==> config.mk <==
export PLATFORM = sky130hd
export DESIGN_NAME = if_stage
export DESIGN_NICKNAME = d
export VERILOG_FILES = /design/src/rtl/mips_pkg.sv /design/src/rtl/ifid_reg.sv /design/src/rtl/if_stage.sv
export SDC_FILE = /design/constraint.sdc
export NUM_CORES = 1
export LEC_CHECK = 0
export BUFFER_PORTS_ARGS = -buffer_cell sky130_fd_sc_hd__buf_2
export CAP_MARGIN = 10
export CORE_MARGIN = 5
export CORE_UTILIZATION = 35
export DETAILED_ROUTE_END_ITERATION = 16
export PLACE_DENSITY = 0.59
export SLEW_MARGIN = 20
export SYNTH_ARGS = -nofsm -noshare
export SYNTH_HDL_FRONTEND = slang
export SYNTH_HIERARCHICAL = 1
export SYNTH_SLANG_ARGS = --single-unit
export TNS_END_PERCENT = 5
==> constraint.sdc <==
create_clock -name clk -period 2.6 [get_ports clk]
set_input_delay 0.13 -clock clk [delete_from_list [all_inputs] [get_ports clk]]
set_output_delay 0.13 -clock clk [all_outputs]
set_load 0.005 [all_outputs]
==> src/rtl/mips_pkg.sv <==
// rtl/mips_pkg.sv - shared MIPS pipeline constants and types
package mips_pkg;

  localparam logic [5:0] OP_RTYPE = 6'b000000;
  localparam logic [5:0] OP_J     = 6'b000010;
  localparam logic [5:0] OP_BEQ   = 6'b000100;
  localparam logic [5:0] OP_ADDI  = 6'b001000;
  localparam logic [5:0] OP_LW    = 6'b100011;
  localparam logic [5:0] OP_SW    = 6'b101011;

  // Bubble word: decodes as sll $0,$0,0, harmless since $0 is hardwired
  localparam logic [31:0] NOP_INSTR        = 32'h0000_0000;
  localparam logic [31:0] DEFAULT_RESET_PC = 32'h0000_0000;

  typedef enum logic {
    BOOT  = 1'b0,
    FETCH = 1'b1
  } if_state_t;

endpackage

==> src/rtl/ifid_reg.sv <==
// rtl/ifid_reg.sv - IF/ID pipeline register with hold, bubble and load controls
module ifid_reg
  import mips_pkg::*;
(
  input  logic        clk,
  input  logic        reset,
  input  logic        hold,
  input  logic        bubble,
  input  logic        load,
  input  logic [31:0] instr_in,
  input  logic [31:0] pc4_in,
  output logic [31:0] instr,
  output logic [31:0] pc4,
  output logic        valid
);

  logic [31:0] instr_q, instr_d;
  logic [31:0] pc4_q, pc4_d;
  logic        valid_q, valid_d;

  // Bubble beats hold beats load; with no control asserted the contents stay
  always_comb begin
    instr_d = instr_q;
    pc4_d   = pc4_q;
    valid_d = valid_q;
    if (bubble) begin
      instr_d = NOP_INSTR;
      pc4_d   = 32'h0;
      valid_d = 1'b0;
    end else if (hold) begin
      instr_d = instr_q;
      pc4_d   = pc4_q;
      valid_d = valid_q;
    end else if (load) begin
      instr_d = instr_in;
      pc4_d   = pc4_in;
      valid_d = 1'b1;
    end
  end

  // Register update with synchronous reset to an empty bubble
  always_ff @(posedge clk) begin
    if (reset) begin
      instr_q <= NOP_INSTR;
      pc4_q   <= 32'h0;
      valid_q <= 1'b0;
    end else begin
      instr_q <= instr_d;
      pc4_q   <= pc4_d;
      valid_q <= valid_d;
    end
  end

  assign instr = instr_q;
  assign pc4   = pc4_q;
  assign valid = valid_q;

endmodule

==> src/rtl/if_stage.sv <==
// rtl/if_stage.sv - MIPS fetch stage with PC, next-PC mux and IF/ID register (option: IF_STAGE_FETCH_COUNT_EN)
module if_stage
  import mips_pkg::*;
#(
  parameter logic [31:0] RESET_PC = DEFAULT_RESET_PC,
  parameter int          ADDR_W   = 32
) (
  input  logic              clk,
  input  logic              reset,
  input  logic              stall,
  input  logic              branch_taken,
  input  logic [ADDR_W-1:0] branch_target,
  input  logic              jump_n,
  input  logic [25:0]       jump_index,
  output logic              imem_req,
  output logic [ADDR_W-1:0] imem_addr,
  input  logic              imem_ready,
  input  logic [31:0]       imem_rdata,
  output logic [31:0]       ifid_instr,
  output logic [ADDR_W-1:0] ifid_pc4,
  output logic              ifid_valid,
`ifdef IF_STAGE_FETCH_COUNT_EN
  output logic [31:0]       fetch_count,
`endif
  output logic [5:0]        opcode
);

  if_state_t         state_q, state_d;
  logic [ADDR_W-1:0] pc_q, pc_d;
  logic [ADDR_W-1:0] pc_plus4;
  logic              fetch_done;
  logic              ifid_hold, ifid_bubble, ifid_load;

  assign imem_addr  = pc_q;
  assign pc_plus4   = pc_q + 32'd4;
  assign fetch_done = imem_req & imem_ready;

  // FSM next state and fetch request: one idle boot cycle, then fetch forever
  always_comb begin
    state_d  = state_q;
    imem_req = 1'b0;
    case (state_q)
      BOOT: begin
        state_d = FETCH;
      end
      FETCH: begin
        imem_req = 1'b1;
      end
      default: state_d = BOOT;
    endcase
  end

  // Next PC and IF/ID control: branch (older) > jump > stall > fetch > wait
  always_comb begin
    pc_d        = pc_q;
    ifid_hold   = 1'b0;
    ifid_bubble = 1'b0;
    ifid_load   = 1'b0;
    if (branch_taken) begin
      pc_d        = branch_target;
      ifid_bubble = 1'b1;
    end else if (!jump_n) begin
      pc_d        = {ifid_pc4[31:28], jump_index, 2'b00};
      ifid_bubble = 1'b1;
    end else if (stall) begin
      ifid_hold   = 1'b1;
    end else if (fetch_done) begin
      pc_d        = pc_plus4;
      ifid_load   = 1'b1;
    end else begin
      ifid_bubble = 1'b1;
    end
  end

  // PC and FSM state registers
  always_ff @(posedge clk) begin
    if (reset) begin
      state_q <= BOOT;
      pc_q    <= RESET_PC;
    end else begin
      state_q <= state_d;
      pc_q    <= pc_d;
    end
  end

  ifid_reg u_ifid_reg (
    .clk      (clk),
    .reset    (reset),
    .hold     (ifid_hold),
    .bubble   (ifid_bubble),
    .load     (ifid_load),
    .instr_in (imem_rdata),
    .pc4_in   (pc_plus4),
    .instr    (ifid_instr),
    .pc4      (ifid_pc4),
    .valid    (ifid_valid)
  );

  assign opcode = ifid_instr[31:26];

`ifdef IF_STAGE_FETCH_COUNT_EN
  logic [31:0] fetch_count_q, fetch_count_d;

  // Count only fetches that actually land in IF/ID
  always_comb begin
    fetch_count_d = fetch_count_q;
    if (ifid_load) begin
      fetch_count_d = fetch_count_q + 32'd1;
    end
  end

  // Fetch counter register
  always_ff @(posedge clk) begin
    if (reset) begin
      fetch_count_q <= 32'h0;
    end else begin
      fetch_count_q <= fetch_count_d;
    end
  end

  assign fetch_count = fetch_count_q;
`endif

endmodule

==> impl_metrics.ini, run 1 <==
[outcome]
status = complete, no violations

[timing]
setup_slack_ns = 0.379
clock-skew-final_ns = 0.0116
fmax_mhz = 450
grt_setup_unrepaired = no
setup-violations-final = 0
total_neg_setup_slack_ns = 0
timing.slew.headroom = 0.593
timing.final.max_slew_violations = 0
timing_worst_slew_pin_value_ns = 0.610
fin_crit_sh = 0.854
whs_ns = 0.0181
hold_viol = 0
timing.final.crit_period_ns = 2.22

[clock_tree]
clock_tree.buffer_depth = 2
clkTransAtPathRegs_ns = 0.07
cts_setup_buffers = 0
clkSinkCount = 98
cts_hold_buffers = 0
clock_tree.root_cell = sky130_fd_sc_hd__clkbuf_16
cts_inserted_buffers = 9
htreeDepth = 3
clock_latency_ns = 0.35
post_cts_resize_count = 0
tritoncts = built

[placement]
placedInstanceArea_sq_mm = 0.00608
placed_cells = 986
buffer_ports.inserted = 199
routabilityCongestion = 0.900
place_worst_setup_slack_ns = 0.416
hpwlAfterDp_mm = 13.1

[synth]
number_of_synthesis_warnings = 6
netlist_area_sq_mm = 0.00497
avgSynthCellArea_sq_um = 7.75
synth-seq-area-share = 0.395
synth_cell_type_count = 62
post_synth_xor_area_fraction = 0.0529
synth_top_family_by_area = simple AND/OR/NAND/NOR gates
synth_simple_gate_area_share = 0.276
synth_top_cells_by_area = sky130_fd_sc_hd__dfxtp_1 40%, sky130_fd_sc_hd__nand2_1 12%, sky130_fd_sc_hd__a21oi_1 9.1%, sky130_fd_sc_hd__xnor2_1 3.2%, sky130_fd_sc_hd__xor2_1 2.1%
synth_enable_flop_cells = 0
async_reset_ff_frac = 0
compound_gate_fraction_of_synth_area = 0.195
synth_fa_ha_area_frac = 0.00252
flop_and_latch_count_out_of_synthesis = 98
synth_mux_area_frac = 0.0161
synth-main-ff-cell = sky130_fd_sc_hd__dfxtp_1
synthCells = 641
synth_largest_area_cell = sky130_fd_sc_hd__dfxtp_1
proportion_of_netlist_area_held_by_the_largest_area_contributor = 0.395
nets_in_the_synthesized_netlist = 738

[worst_setup_path]
criticalPathCategory = reg -> reg
worst_setup_path_end_kind = flop
arrival_ns = 2.50
timing.critical_path.to = u_ifid_reg/pc4[30]$_SDFFE_PP0P_
reg2reg_to = u_ifid_reg/pc4[30]$_SDFFE_PP0P_
crit-reg2reg-launch = imem_addr[2]$_SDFFE_PP0P_
timing.reg2reg.setup_slack_ns = 0.38
cp_max_fo = 6
critical_path_required_ns = 2.88
worst_r2r_path_depth = 8
critPathLaunchType = flop
crit_start = imem_addr[2]$_SDFFE_PP0P_

[cells_and_area]
postLayoutCellArea_sq_mm = 0.00641
drive_gt1_frac = 0.305
antenna_cells_inserted = 0
area_added_between_synthesis_and_finish_pct = 29.0
finish.cell_count_without_fillers = 1002
fin_nets = 914
final_cell_mix = 199 x sky130_fd_sc_hd__buf_2, 157 x sky130_fd_sc_hd__nand2_1, 98 x sky130_fd_sc_hd__dfxtp_1
final_standard_cell_utilization_of_the_core = 0.462
most_common_cell_after_layout_fill_and_taps_aside = sky130_fd_sc_hd__buf_2

[floorplanning]
coreArea_sq_mm = 0.0139
fp.dieArea_sq_mm = 0.0167
die_h_microns = 129
io-pin-count = 200
initial_core_utilization = 0.358
die_w_microns = 129
rows = 43

[detailed_routing]
drt-vias-per-instance = 5.39
drt_wl_total_mm = 17.4
first_iter_violations = 310
routed_wire_length_per_instance_microns = 17.4
residual_antenna_violating_net_count_after_detailed_routing = 0
drc = 0
via_count = 5397
drt_pre_antenna_iters = 5

[global_route]
tot_gr_track_use = 0.202
overflow = 0
number_of_global_route_vias_before_repair = 5204
antenna_found_initial = 1
grt_start_max_net_pins = 59
first_pass_grt_wire_length_mm = 27.0

[power_and_ir_drop]
ir_drop_mv = 0.311
power_per_cell_area_mw_per_mm2 = 542
power.leakage_nw = 2.70
power_mw = 3.47

[worst_hold_path]
hold_depth = 3
min_path_type = in -> reg

[job]
timing.max_cap.violations = 0
-- how the worst min path moves through the flow --
stage	start	end	slack, ns
finish	branch_target[0]	imem_addr[0]$_SDFFE_PP0P_	0.02
global route	imem_rdata[6]	u_ifid_reg/instr[6]$_SDFFE_PP0P_	0.02
CTS	imem_rdata[17]	u_ifid_reg/instr[17]$_SDFFE_PP0P_	0.007
detailed placement	branch_target[0]	imem_addr[0]$_SDFFE_PP0P_	0.38
global placement	branch_target[1]	imem_addr[1]$_SDFFE_PP0P_	0.37
floorplan	imem_rdata[0]	u_ifid_reg/instr[0]$_SDFFE_PP0P_	0.27
-- report_power, final --
part	switching [mW]	internal, mW	total (mW)
clock network	0.601	0.872	1.47
logic	0.215	0.180	0.395
registers	0.0680	1.54	1.61
total	0.884	2.59	3.47
-- critical path: stages, from the launching register on --
cell and delay, ns:
sky130_fd_sc_hd__dfxtp_1 0.46, sky130_fd_sc_hd__ha_1 0.23, sky130_fd_sc_hd__nand3_1 0.24, sky130_fd_sc_hd__nor4_4 0.33, sky130_fd_sc_hd__and4_1 0.34, sky130_fd_sc_hd__and3_1 0.22
sky130_fd_sc_hd__xor2_1 0.15, sky130_fd_sc_hd__nand2_1 0.07, sky130_fd_sc_hd__a21oi_1 0.11
-- cells in the mapped netlist (all sizes together) (3+ instances only) --
library cell	count
nand2	157
dfxtp	98
a21oi	90
buf	32
nor2	25
clkbuf	22
nor3	20
xnor2	18
nand3	17
o21ai	14
nand4	13
xor2	12
inv	9
a22oi	8
mux2i	8
nand2b	7
or2	7
and3	6
nor4	6
a222oi	5
a311oi	5
o211ai	5
or3	5
a211oi	4
a221o	4
a31oi	4
and4	4
nor2b	4
or4	4
o21a	3
o221ai	3
o22ai	3
-- registers in the layout, indices dropped and copies added, names as in the netlist --
name / flops
state_q: 1
u_ifid_reg/instr: 32
imem_addr: 32
u_ifid_reg/pc4: 32
u_ifid_reg/valid: 1
-- cell families (layout without fill, tap and decap cells) --
family                     after synthesis  in the layout
AOI/OAI and AO/OA                      158            158
xor gates and xnor gates                30             30
adders and majority gates                1              1
buffers and inverters                   64            245
DFF                                     98             98
muxes                                    8              8
and+or+nand+nor                        282            282
-- layer usage --
| layer | track usage | vias to the layer above | routed length, microns |
|---|---|---|---|
| met5 | 0 | - | 7 |
| met4 | 0.0840 | 2 | 448 |
| met3 | 0.0371 | 34 | 1540 |
| met2 | 0.329 | 271 | 8170 |
| met1 | 0.263 | 2502 | 7220 |
| li1 | - | 2588 | - |
-- area by class of cell --
class / count / area, sq um
tap: 180 / 225
clock inverter: 6 / 90.1
clock buffer: 10 / 239
inverter: 10 / 37.5
timing repair buffer: 219 / 1160
multi-input combinational: 479 / 2700
sequential: 98 / 1960
fill: 1435 / 7470
No activity file was read; power rests on OpenSTA's default activity.
==> inputs of run 2 (changes only) <==
==> constraint.sdc (replaced) <==
create_clock -name clk -period 2.8 [get_ports clk]
set_input_delay 0.14 -clock clk [delete_from_list [all_inputs] [get_ports clk]]
set_output_delay 0.14 -clock clk [all_outputs]
set_load 0.005 [all_outputs]
==> impl_metrics.ini, run 2 (synthesis gave the netlist of run 1 again) <==
[clock_tree]
htreeDepth = 3
clkSinkCount = 98
post_cts_resize_count = 0
clkTransAtPathRegs_ns = 0.07
clock_latency_ns = 0.35
cts_hold_buffers = 0
cts_setup_buffers = 0
cts_inserted_buffers = 9
tritoncts = built
clock_tree.root_cell = sky130_fd_sc_hd__clkbuf_16
clock_tree.buffer_depth = 2

[power_and_ir_drop]
power_mw = 3.12
power_per_cell_area_mw_per_mm2 = 492
power.leakage_nw = 2.67
ir_drop_mv = 0.250

[floorplanning]
coreArea_sq_mm = 0.0139
die_h_microns = 129
fp.dieArea_sq_mm = 0.0167
io-pin-count = 200
initial_core_utilization = 0.358
rows = 43
die_w_microns = 129

[worst_setup_path]
criticalPathCategory = reg -> reg
timing.critical_path.to = u_ifid_reg/pc4[30]$_SDFFE_PP0P_
crit_start = imem_addr[2]$_SDFFE_PP0P_
slowest_delay_ns = 0.49
cp_slowest_cell = sky130_fd_sc_hd__nor4_4
critical_path.top_delay_family = simple AND/OR/NAND/NOR gates
timing.critical_path.buf_inv = 0
critPathLaunchType = flop
worst_r2r_path_depth = 8
critical_path_required_ns = 3.08
reg2reg_to = u_ifid_reg/pc4[30]$_SDFFE_PP0P_
worst_setup_path_end_kind = flop
crit-reg2reg-launch = imem_addr[2]$_SDFFE_PP0P_
arrival_ns = 2.65
worst-path-stages = 8
timing.reg2reg.setup_slack_ns = 0.43
cp_max_fo = 6
path_cells = ha_1, nand3_1, nor4_4, and4_1, and3_1, xor2_1, nand2_1, a21oi_1

[cells_and_area]
drive_gt1_frac = 0.300
area_added_between_synthesis_and_finish_pct = 27.7
antenna_cells_inserted = 0
final_cell_mix = 199 x sky130_fd_sc_hd__buf_2, 157 x sky130_fd_sc_hd__nand2_1, 98 x sky130_fd_sc_hd__dfxtp_1
most_common_cell_after_layout_fill_and_taps_aside = sky130_fd_sc_hd__buf_2
postLayoutCellArea_sq_mm = 0.00634
fin_nets = 909

[timing]
timing.slew.headroom = 0.577
fin_crit_sh = 0.845
timing.final.crit_period_ns = 2.37
total_neg_setup_slack_ns = 0
timing_worst_slew_pin_value_ns = 0.634
setup-violations-final = 0
hold_viol = 0
clock-skew-final_ns = 0.00728
fmax_mhz = 423
timing.final.max_slew_violations = 0
whs_ns = 0.0237
grt_setup_unrepaired = no

[detailed_routing]
first_iter_violations = 303
routed_wire_length_per_instance_microns = 17.2
drt-vias-per-instance = 5.27
drt_wl_total_mm = 17.1
drc = 0
via_count = 5252
drt_pre_antenna_iters = 5
residual_antenna_violating_net_count_after_detailed_routing = 0

[placement]
routabilityCongestion = 0.917
buffer_ports.inserted = 199
placedInstanceArea_sq_mm = 0.00604
hpwlAfterDp_mm = 12.9

[job]
timing.max_cap.violations = 0

[global_route]
first_pass_grt_wire_length_mm = 26.7
overflow = 0
number_of_global_route_vias_before_repair = 5077
antenna_found_initial = 0
grt_start_max_net_pins = 51
tot_gr_track_use = 0.203

[outcome]
status = complete, no violations

[worst_hold_path]
min_path_type = in -> reg
## run 2: cell count changes in the layout (fill, tap and decap cells not counted)
| cell | change |
|---|---|
| sky130_fd_sc_hd__inv_6 | +2 |
| sky130_fd_sc_hd__clkinvlp_4 | -1 |
| sky130_fd_sc_hd__bufinv_16 | -1 |
| sky130_fd_sc_hd__buf_4 | -5 |
| sky130_fd_sc_hd__clkinv_4 | -1 |
## run 2: cell type report
cell class                      count  area [sq um]
Timing Repair Buffer              214          1120
Tap cell                          180           225
Sequential cell                    98          1960
Inverter                           10          37.5
Clock inverter                      5          61.3
Multi-Input combinational cell    479          2700
Clock buffer                       10           239
Fill cell                        1431          7540
## run 2: routing by layer
layer  share of wire  track usage  vias up  wire, microns
li1                -            -     2586              -
met1            0.42        0.263     2411           7250
met2            0.47        0.334      230           8040
met3           0.085       0.0371       25           1450
met4           0.023       0.0809        0            386
met5               0            0        -              0
## run 2: power by group
part	leakage, nW	internal (mW)	switching, mW
Sequential	0.796	1.43	0.0613
Clock	0.149	0.719	0.548
Combinational	1.72	0.164	0.201
Total	2.67	2.31	0.809
## run 2: through the flow
stage                     setup slack (ns)  cells  utilization
after floorplan                      0.642    641            -
after global placement               0.559    981        0.435
after detailed placement             0.468    981        0.435
after CTS                            0.437    996        0.457
after global routing                 0.226    996        0.457
final                                0.434    996        0.457
## run 2: tightest hold or removal path, cell delays in order
cell                      delay [ns]
sky130_fd_sc_hd__buf_2          0.08
sky130_fd_sc_hd__a21oi_1        0.05
sky130_fd_sc_hd__nor2_1         0.07
## run 2: how the worst min path moves through the flow
| stage | start | endpoint | slack (ns) | depth (start not counted) |
|---|---|---|---|---|
| floorplan | imem_rdata[0] | u_ifid_reg/instr[0]$_SDFFE_PP0P_ | 0.28 | 2 |
| global placement | branch_target[1] | imem_addr[1]$_SDFFE_PP0P_ | 0.38 | 3 |
| detailed placement | branch_target[1] | imem_addr[1]$_SDFFE_PP0P_ | 0.39 | 3 |
| CTS | imem_rdata[6] | u_ifid_reg/instr[6]$_SDFFE_PP0P_ | 0.009 | 3 |
| global route | imem_rdata[4] | u_ifid_reg/instr[4]$_SDFFE_PP0P_ | 0.02 | 3 |
| finish | branch_target[1] | imem_addr[1]$_SDFFE_PP0P_ | 0.02 | 3 |
